File: src/rtl/fifo_ch_scheduler_if.sv
// Signal bundle between the two load channels / FIFO flags and fifo_ch_scheduler.
// Handshake: a request is a level; the scheduler answers with a grant and drives fifo_wr/fifo_rd itself.
interface fifo_ch_scheduler_if #(
    parameter int BURST_W = 4
) ();
    logic               req_ch1;
    logic               req_ch2;
    logic [BURST_W-1:0] burst_len;
    logic               fifo_full;
    logic               fifo_empty;
    logic               mux_sel;
    logic               fifo_wr;
    logic               fifo_rd;
    logic               gnt_ch1;
    logic               gnt_ch2;
    logic               ready;
    logic               err_timeout;

    modport master (
        output req_ch1, req_ch2, burst_len, fifo_full, fifo_empty,
        input  mux_sel, fifo_wr, fifo_rd, gnt_ch1, gnt_ch2, ready, err_timeout
    );

    modport slave (
        input  req_ch1, req_ch2, burst_len, fifo_full, fifo_empty,
        output mux_sel, fifo_wr, fifo_rd, gnt_ch1, gnt_ch2, ready, err_timeout
    );
endinterface

File: src/rtl/fifo_ch_scheduler.sv
// Two-channel FIFO load/drain scheduler: round-robin burst loads into a FIFO, then drains it.
// Optional DRAIN watchdog enabled by defining SCHED_TIMEOUT_EN.
module fifo_ch_scheduler #(
    parameter int BURST_W = 4,
    parameter int TIMEOUT = 64
) (
    input  logic                clk,
    input  logic                reset,
    fifo_ch_scheduler_if.slave  bus,
    output logic [1:0]          dbg_state_o
);
    typedef enum logic [1:0] {
        IDLE  = 2'b00,
        LOAD  = 2'b01,
        DRAIN = 2'b10
    } state_e;

    localparam logic CH1 = 1'b1;
    localparam logic CH2 = 1'b0;

    if (TIMEOUT < 1) begin : g_timeout_chk
        $error("TIMEOUT must be at least 1");
    end

    state_e             state_q, state_d;
    logic               owner_q, owner_d;
    logic               last_owner_q, last_owner_d;
    logic [BURST_W-1:0] cnt_q, cnt_d;

    logic rdy, wr, rd, msel, g1, g2;

`ifdef SCHED_TIMEOUT_EN
    localparam int WD_W = $clog2(TIMEOUT + 1);
    logic [WD_W-1:0] wdog_q, wdog_d;
    logic            err_q, err_d;
`endif

    always_ff @(posedge clk or negedge reset) begin
        if (!reset) begin
            state_q      <= IDLE;
            owner_q      <= CH2;
            last_owner_q <= CH2;
            cnt_q        <= '0;
`ifdef SCHED_TIMEOUT_EN
            wdog_q       <= '0;
            err_q        <= 1'b0;
`endif
        end else begin
            state_q      <= state_d;
            owner_q      <= owner_d;
            last_owner_q <= last_owner_d;
            cnt_q        <= cnt_d;
`ifdef SCHED_TIMEOUT_EN
            wdog_q       <= wdog_d;
            err_q        <= err_d;
`endif
        end
    end

    always_comb begin
        state_d      = state_q;
        owner_d      = owner_q;
        last_owner_d = last_owner_q;
        cnt_d        = cnt_q;
        rdy          = 1'b0;
        wr           = 1'b0;
        rd           = 1'b0;
        msel         = 1'b0;
        g1           = 1'b0;
        g2           = 1'b0;
`ifdef SCHED_TIMEOUT_EN
        wdog_d       = '0;
        err_d        = 1'b0;
`endif
        case (state_q)
            IDLE: begin
                rdy = 1'b1;
                if (bus.req_ch1 || bus.req_ch2) begin
                    state_d = LOAD;
                    // Contention goes to whoever did not own the previous burst.
                    owner_d = (bus.req_ch1 && bus.req_ch2) ? ~last_owner_q : bus.req_ch1;
                    cnt_d   = bus.burst_len;
                end
            end
            LOAD: begin
                wr   = ~bus.fifo_full;
                msel = (owner_q == CH1);
                g1   = (owner_q == CH1);
                g2   = (owner_q == CH2);
                if (!bus.fifo_full) begin
                    cnt_d = cnt_q - 1'b1;
                end
                // A zero load count wraps, so burst_len==0 yields 2^BURST_W beats.
                if (bus.fifo_full || (cnt_q == BURST_W'(1))) begin
                    state_d      = DRAIN;
                    last_owner_d = owner_q;
                end
            end
            DRAIN: begin
                rd = ~bus.fifo_empty;
                if (bus.fifo_empty) begin
                    state_d = IDLE;
                end
`ifdef SCHED_TIMEOUT_EN
                else if (wdog_q == WD_W'(TIMEOUT - 1)) begin
                    state_d = IDLE;
                    err_d   = 1'b1;
                end else begin
                    wdog_d = wdog_q + 1'b1;
                end
`endif
            end
            default: state_d = IDLE;
        endcase
    end

    assign bus.ready   = rdy;
    assign bus.fifo_wr = wr;
    assign bus.fifo_rd = rd;
    assign bus.mux_sel = msel;
    assign bus.gnt_ch1 = g1;
    assign bus.gnt_ch2 = g2;
`ifdef SCHED_TIMEOUT_EN
    assign bus.err_timeout = err_q;
`else
    assign bus.err_timeout = 1'b0;
`endif
    assign dbg_state_o = state_q;
endmodule

File: src/flat_wrapper.sv
// flat-port wrapper written by rule: the top's interface ports become plain ports
module fifo_ch_scheduler_flat 
#(
    parameter int BURST_W = 4,
    parameter int TIMEOUT = 64
)
  (clk, reset, dbg_state_o, bus_req_ch1, bus_req_ch2, bus_burst_len, bus_fifo_full, bus_fifo_empty, bus_mux_sel, bus_fifo_wr, bus_fifo_rd, bus_gnt_ch1, bus_gnt_ch2, bus_ready, bus_err_timeout);
  fifo_ch_scheduler_if #(.BURST_W(BURST_W)) bus_i ();
  input  logic clk;
  input  logic reset;
  output logic [1:0] dbg_state_o;
  input wire logic [$bits(bus_i.req_ch1)-1:0] bus_req_ch1;
  input wire logic [$bits(bus_i.req_ch2)-1:0] bus_req_ch2;
  input wire logic [$bits(bus_i.burst_len)-1:0] bus_burst_len;
  input wire logic [$bits(bus_i.fifo_full)-1:0] bus_fifo_full;
  input wire logic [$bits(bus_i.fifo_empty)-1:0] bus_fifo_empty;
  output wire logic [$bits(bus_i.mux_sel)-1:0] bus_mux_sel;
  output wire logic [$bits(bus_i.fifo_wr)-1:0] bus_fifo_wr;
  output wire logic [$bits(bus_i.fifo_rd)-1:0] bus_fifo_rd;
  output wire logic [$bits(bus_i.gnt_ch1)-1:0] bus_gnt_ch1;
  output wire logic [$bits(bus_i.gnt_ch2)-1:0] bus_gnt_ch2;
  output wire logic [$bits(bus_i.ready)-1:0] bus_ready;
  output wire logic [$bits(bus_i.err_timeout)-1:0] bus_err_timeout;
  assign bus_i.req_ch1 = bus_req_ch1;
  assign bus_i.req_ch2 = bus_req_ch2;
  assign bus_i.burst_len = bus_burst_len;
  assign bus_i.fifo_full = bus_fifo_full;
  assign bus_i.fifo_empty = bus_fifo_empty;
  assign bus_mux_sel = bus_i.mux_sel;
  assign bus_fifo_wr = bus_i.fifo_wr;
  assign bus_fifo_rd = bus_i.fifo_rd;
  assign bus_gnt_ch1 = bus_i.gnt_ch1;
  assign bus_gnt_ch2 = bus_i.gnt_ch2;
  assign bus_ready = bus_i.ready;
  assign bus_err_timeout = bus_i.err_timeout;
  fifo_ch_scheduler #(.BURST_W(BURST_W), .TIMEOUT(TIMEOUT)) u_core (.clk(clk), .reset(reset), .bus(bus_i), .dbg_state_o(dbg_state_o));
endmodule
File: config.mk
export PLATFORM = sky130hd
export DESIGN_NAME = fifo_ch_scheduler_flat
export DESIGN_NICKNAME = d
export VERILOG_FILES = /design/src/rtl/fifo_ch_scheduler_if.sv /design/src/rtl/fifo_ch_scheduler.sv /design/src/flat_wrapper.sv
export SDC_FILE = /design/constraint.sdc
export NUM_CORES = 1
export LEC_CHECK = 0
export ABC_AREA = 1
export CORE_AREA = 2 2 39 41
export CTS_CLUSTER_SIZE = 8
export DETAILED_ROUTE_END_ITERATION = 8
export DIE_AREA = 0 0 41 43
export PLACE_DENSITY = 0.8
export SLEW_MARGIN = 20
export SYNTH_ARGS = -nofsm -noshare
export SYNTH_HDL_FRONTEND = slang
export SYNTH_SLANG_ARGS = --single-unit
File: constraint.sdc
create_clock -name clk -period 1.3 [get_ports clk]
set_input_delay 0.26 -clock clk [delete_from_list [all_inputs] [get_ports clk]]
set_output_delay 0.26 -clock clk [all_outputs]
set_load 0.01 [all_outputs]
==> out/qor.csv <==
metric,value,unit
status,finished with violations,
violations in the final reports,setup timing,
H-tree depth,1,
Area growth syn-to-layout,71.1,%
final hold viol count,0,
final setup margin,-0.0912,ns
Global Route Usage Sum,17.3,%
via count,524,
Setup CP Type,reg -> out,
DRT antenna net count,0,
synth cell count leaders,"nand2_1, inv_1, dfrtp_1, o21ai_0",
CTS sink cnt,8,
"delay-heaviest family, CP",flip-flops,
DP Area,728,um2
CP Buf/Inv Count,2,
Max rail drop VDD,1060,uV
Port Buf Inserts,17,
Die W,41,um
largest family of logic cells by synthesized area,simple AND/OR/NAND/NOR gates,
Synth area leader,dfrtp_1,
post-synth top area share,40.2,%
placed insts,109,
adder-cell share of the synthesized area,5.03,%
Clock Power Share,9.6,%
fin crit share,107,%
RSZ-0062 raised after global routing,true,
die area,1760,um2
Mapped Cells,71,
share of layout cells above drive strength 1,36.9,%
GRT busiest layer,met2,
M1 GR Usage,21.9,%
number of synthesized flops with an enable pin,0,
I/O pins,19,
global routing usage on met2,28.1,%
Compound-Gate Fraction of Synth Area,7.04,%
Netlist cell types,16,
cells along the critical path,buf_6 > nor3_4 > buf_2,
CP Data Arrival Time,1.13,ns
crit path from,u_core.dbg_state_o[0]$_DFFE_PN0P_,
clk_lat worst skew,0.25,ns
Worst setup SP type,register,
Flop pwr share,24.4,%
"critical path fanouts, max",4,
Gate power share,66.0,%
Worst path max stage delay,0.42,ns
cell area power density,2340,nW/um2
Net Sw Frac,43.1,%
RD Place Congestion,0.773,
num rows,14,
Via-to-Cell Ratio,4.40,
Worst setup EP type,primary output,
Internal,1.13,mW
fillers,121,
top_reg_cell synth,dfrtp_1,
DIE HEIGHT,43,um
clk slew on worst S/H paths,0.05,ns
total core area,1380,um2
Max Slew Vio Count,0,
Synth warnings,0,
Pleak,0.452,nW
Synth Area in XOR/XNOR,1.76,%
antenna violations before repair,0,
"Avg Cell Area, Syn",7.01,um2
Worst Skew,0.000838,ns
global-route wire length before repair,2.08,mm
Layout Cell Area excl Fill,852,um2
Fmax,0.719,GHz
final setup fails,8,
Mapped Area,498,um2
largest net degree at the start of global routing,9,
CTS tree,built,
vias in the first global route,485,
pre-CTS setup slack,-0.475,ns
post-synthesis mux area share,0,%
"Hold-fix buffers, CTS",0,
Crit path required time,1.04,ns
WL final,1.25,mm
initial DRC count,2,
most common cell in the synthesized netlist,nand2_1,
Longest Clk Path Bufs,2,
per-cell routed wire length,10.5,um
Mapped Nets,83,
maxcap violations,0,
Reg-to-Reg Start,u_core.dbg_state_o[0]$_DFFE_PN0P_,
detailed placement HPWL,875,um
CTS buffer count,3,
clock root cell,clkbuf_4,
Tmin final,1.39,ns
P_sw,859,uW
Final Non-Filler Cells,119,
DRC violations left,0,
"top cells by area, synth","dfrtp_1, nand2_1, inv_1, o21ai_0, ha_1",
GRT overflow,0,
asr flop ratio synth,100,%
Initial Utilization,36.0,%
simple-gate share of the synthesized area,33.2,%
M3 GR Usage,4.71,%
Yosys reg bits,8,
NumNets Final,117,
"Seq/Total Area, Yosys",40.2,%
Crit-path slowest cell,dfrtp_1,
type of the worst min-delay path,in -> async,
DR pass1 iterations,3,
ANT cells,0,
[cell type report]
type	count	area (um2)	area share, %
clock buffer	3	22.5	2.64
sequential	8	200	23.5
timing repair buffer	31	275	32.3
multi-input combinational	49	289	33.9
tap	16	20.0	2.35
inverter	12	45.0	5.29
[logic make-up (layout without fill, tap and decap cells)]
logic type / Yosys count / in the layout
flip-flops: 8 / 8
AND/OR/NAND/NOR: 38 / 38
other: 1 / 1
XOR/XNOR: 1 / 1
AO/OA/AOI/OAI: 7 / 7
adder cells (fa/ha/maj): 2 / 2
buffers and inverters: 14 / 46
[repair_timing]
item                                    CTS  global route
endpoints found under the setup margin    8            11
hold endpoints to repair                  0             0
buffers inserted                          5             2
resized for setup                        37            15
pin swaps                                 1             5
[per-stage QoR]
| step | power [mW] | utilization, % | setup TNS, ns | hold slack (ns) |
|---|---|---|---|---|
| 3_3_place_gp | 1.46 | 52.6 | -1.60 | 0.480 |
| 4_1_cts | 1.81 | 57.5 | -0.203 | 0.292 |
| 2_1_floorplan | 1.05 | - | 0 | -0.0356 |
| 3_5_place_dp | 1.48 | 52.6 | -1.93 | 0.501 |
| 6_report | 1.99 | 61.6 | -0.362 | 0.288 |
| 5_1_grt | 2.19 | 61.6 | -0.770 | 0.312 |
[state kept, by name (all words and copies together) (netlist names)]
name                 cells
u_core.cnt_q             4
u_core.dbg_state_o       2
u_core.last_owner_q      1
u_core.owner_q           1
[power groups by stage]
stage	clock network, mW	logic [mW]	registers (mW)
6_report	0.191	1.32	0.487
5_1_grt	0.210	1.47	0.506
4_1_cts	0.199	1.13	0.474
3_5_place_dp	0	0.997	0.484
3_3_place_gp	0	0.981	0.476
2_1_floorplan	0	0.566	0.486
[cell usage in the layout (no fill, tap or decap), drive strengths merged]
cell	count
inv	12
or2	1
nand2	24
conb	1
clkbuf	5
ha	2
dfrtp	8
buf	20
nor2	7
nor3	1
clkdlybuf4s50	9
xnor2	1
a21oi	1
nand3	5
o21ai	6
[path summary, 6_finish.rpt]
path | to | slack [ns] | cells after the start
worst max register to register | u_core.cnt_q[2]$_DFFE_PN0P_ | 0 | 7
min in group clk | u_core.last_owner_q$_DFFE_PN0P_ | 0.52 | 2
worst min-delay path | u_core.cnt_q[2]$_DFFE_PN0P_ | 0.29 | 1
worst max-delay path | bus_fifo_rd | -0.09 | 3
worst min register to register | u_core.last_owner_q$_DFFE_PN0P_ | 0.52 | 2
max in group asynchronous | u_core.cnt_q[3]$_DFFE_PN0P_ | 0.75 | 1
[metal layers]
layer / wire length [um] / vias to the layer above
li1: - / 276
met3: 52 / 2
met5: 0 / -
met4: 11 / 0
met1: 541 / 232
met2: 643 / 14
Note: power is estimated with default switching activity, not from simulation.
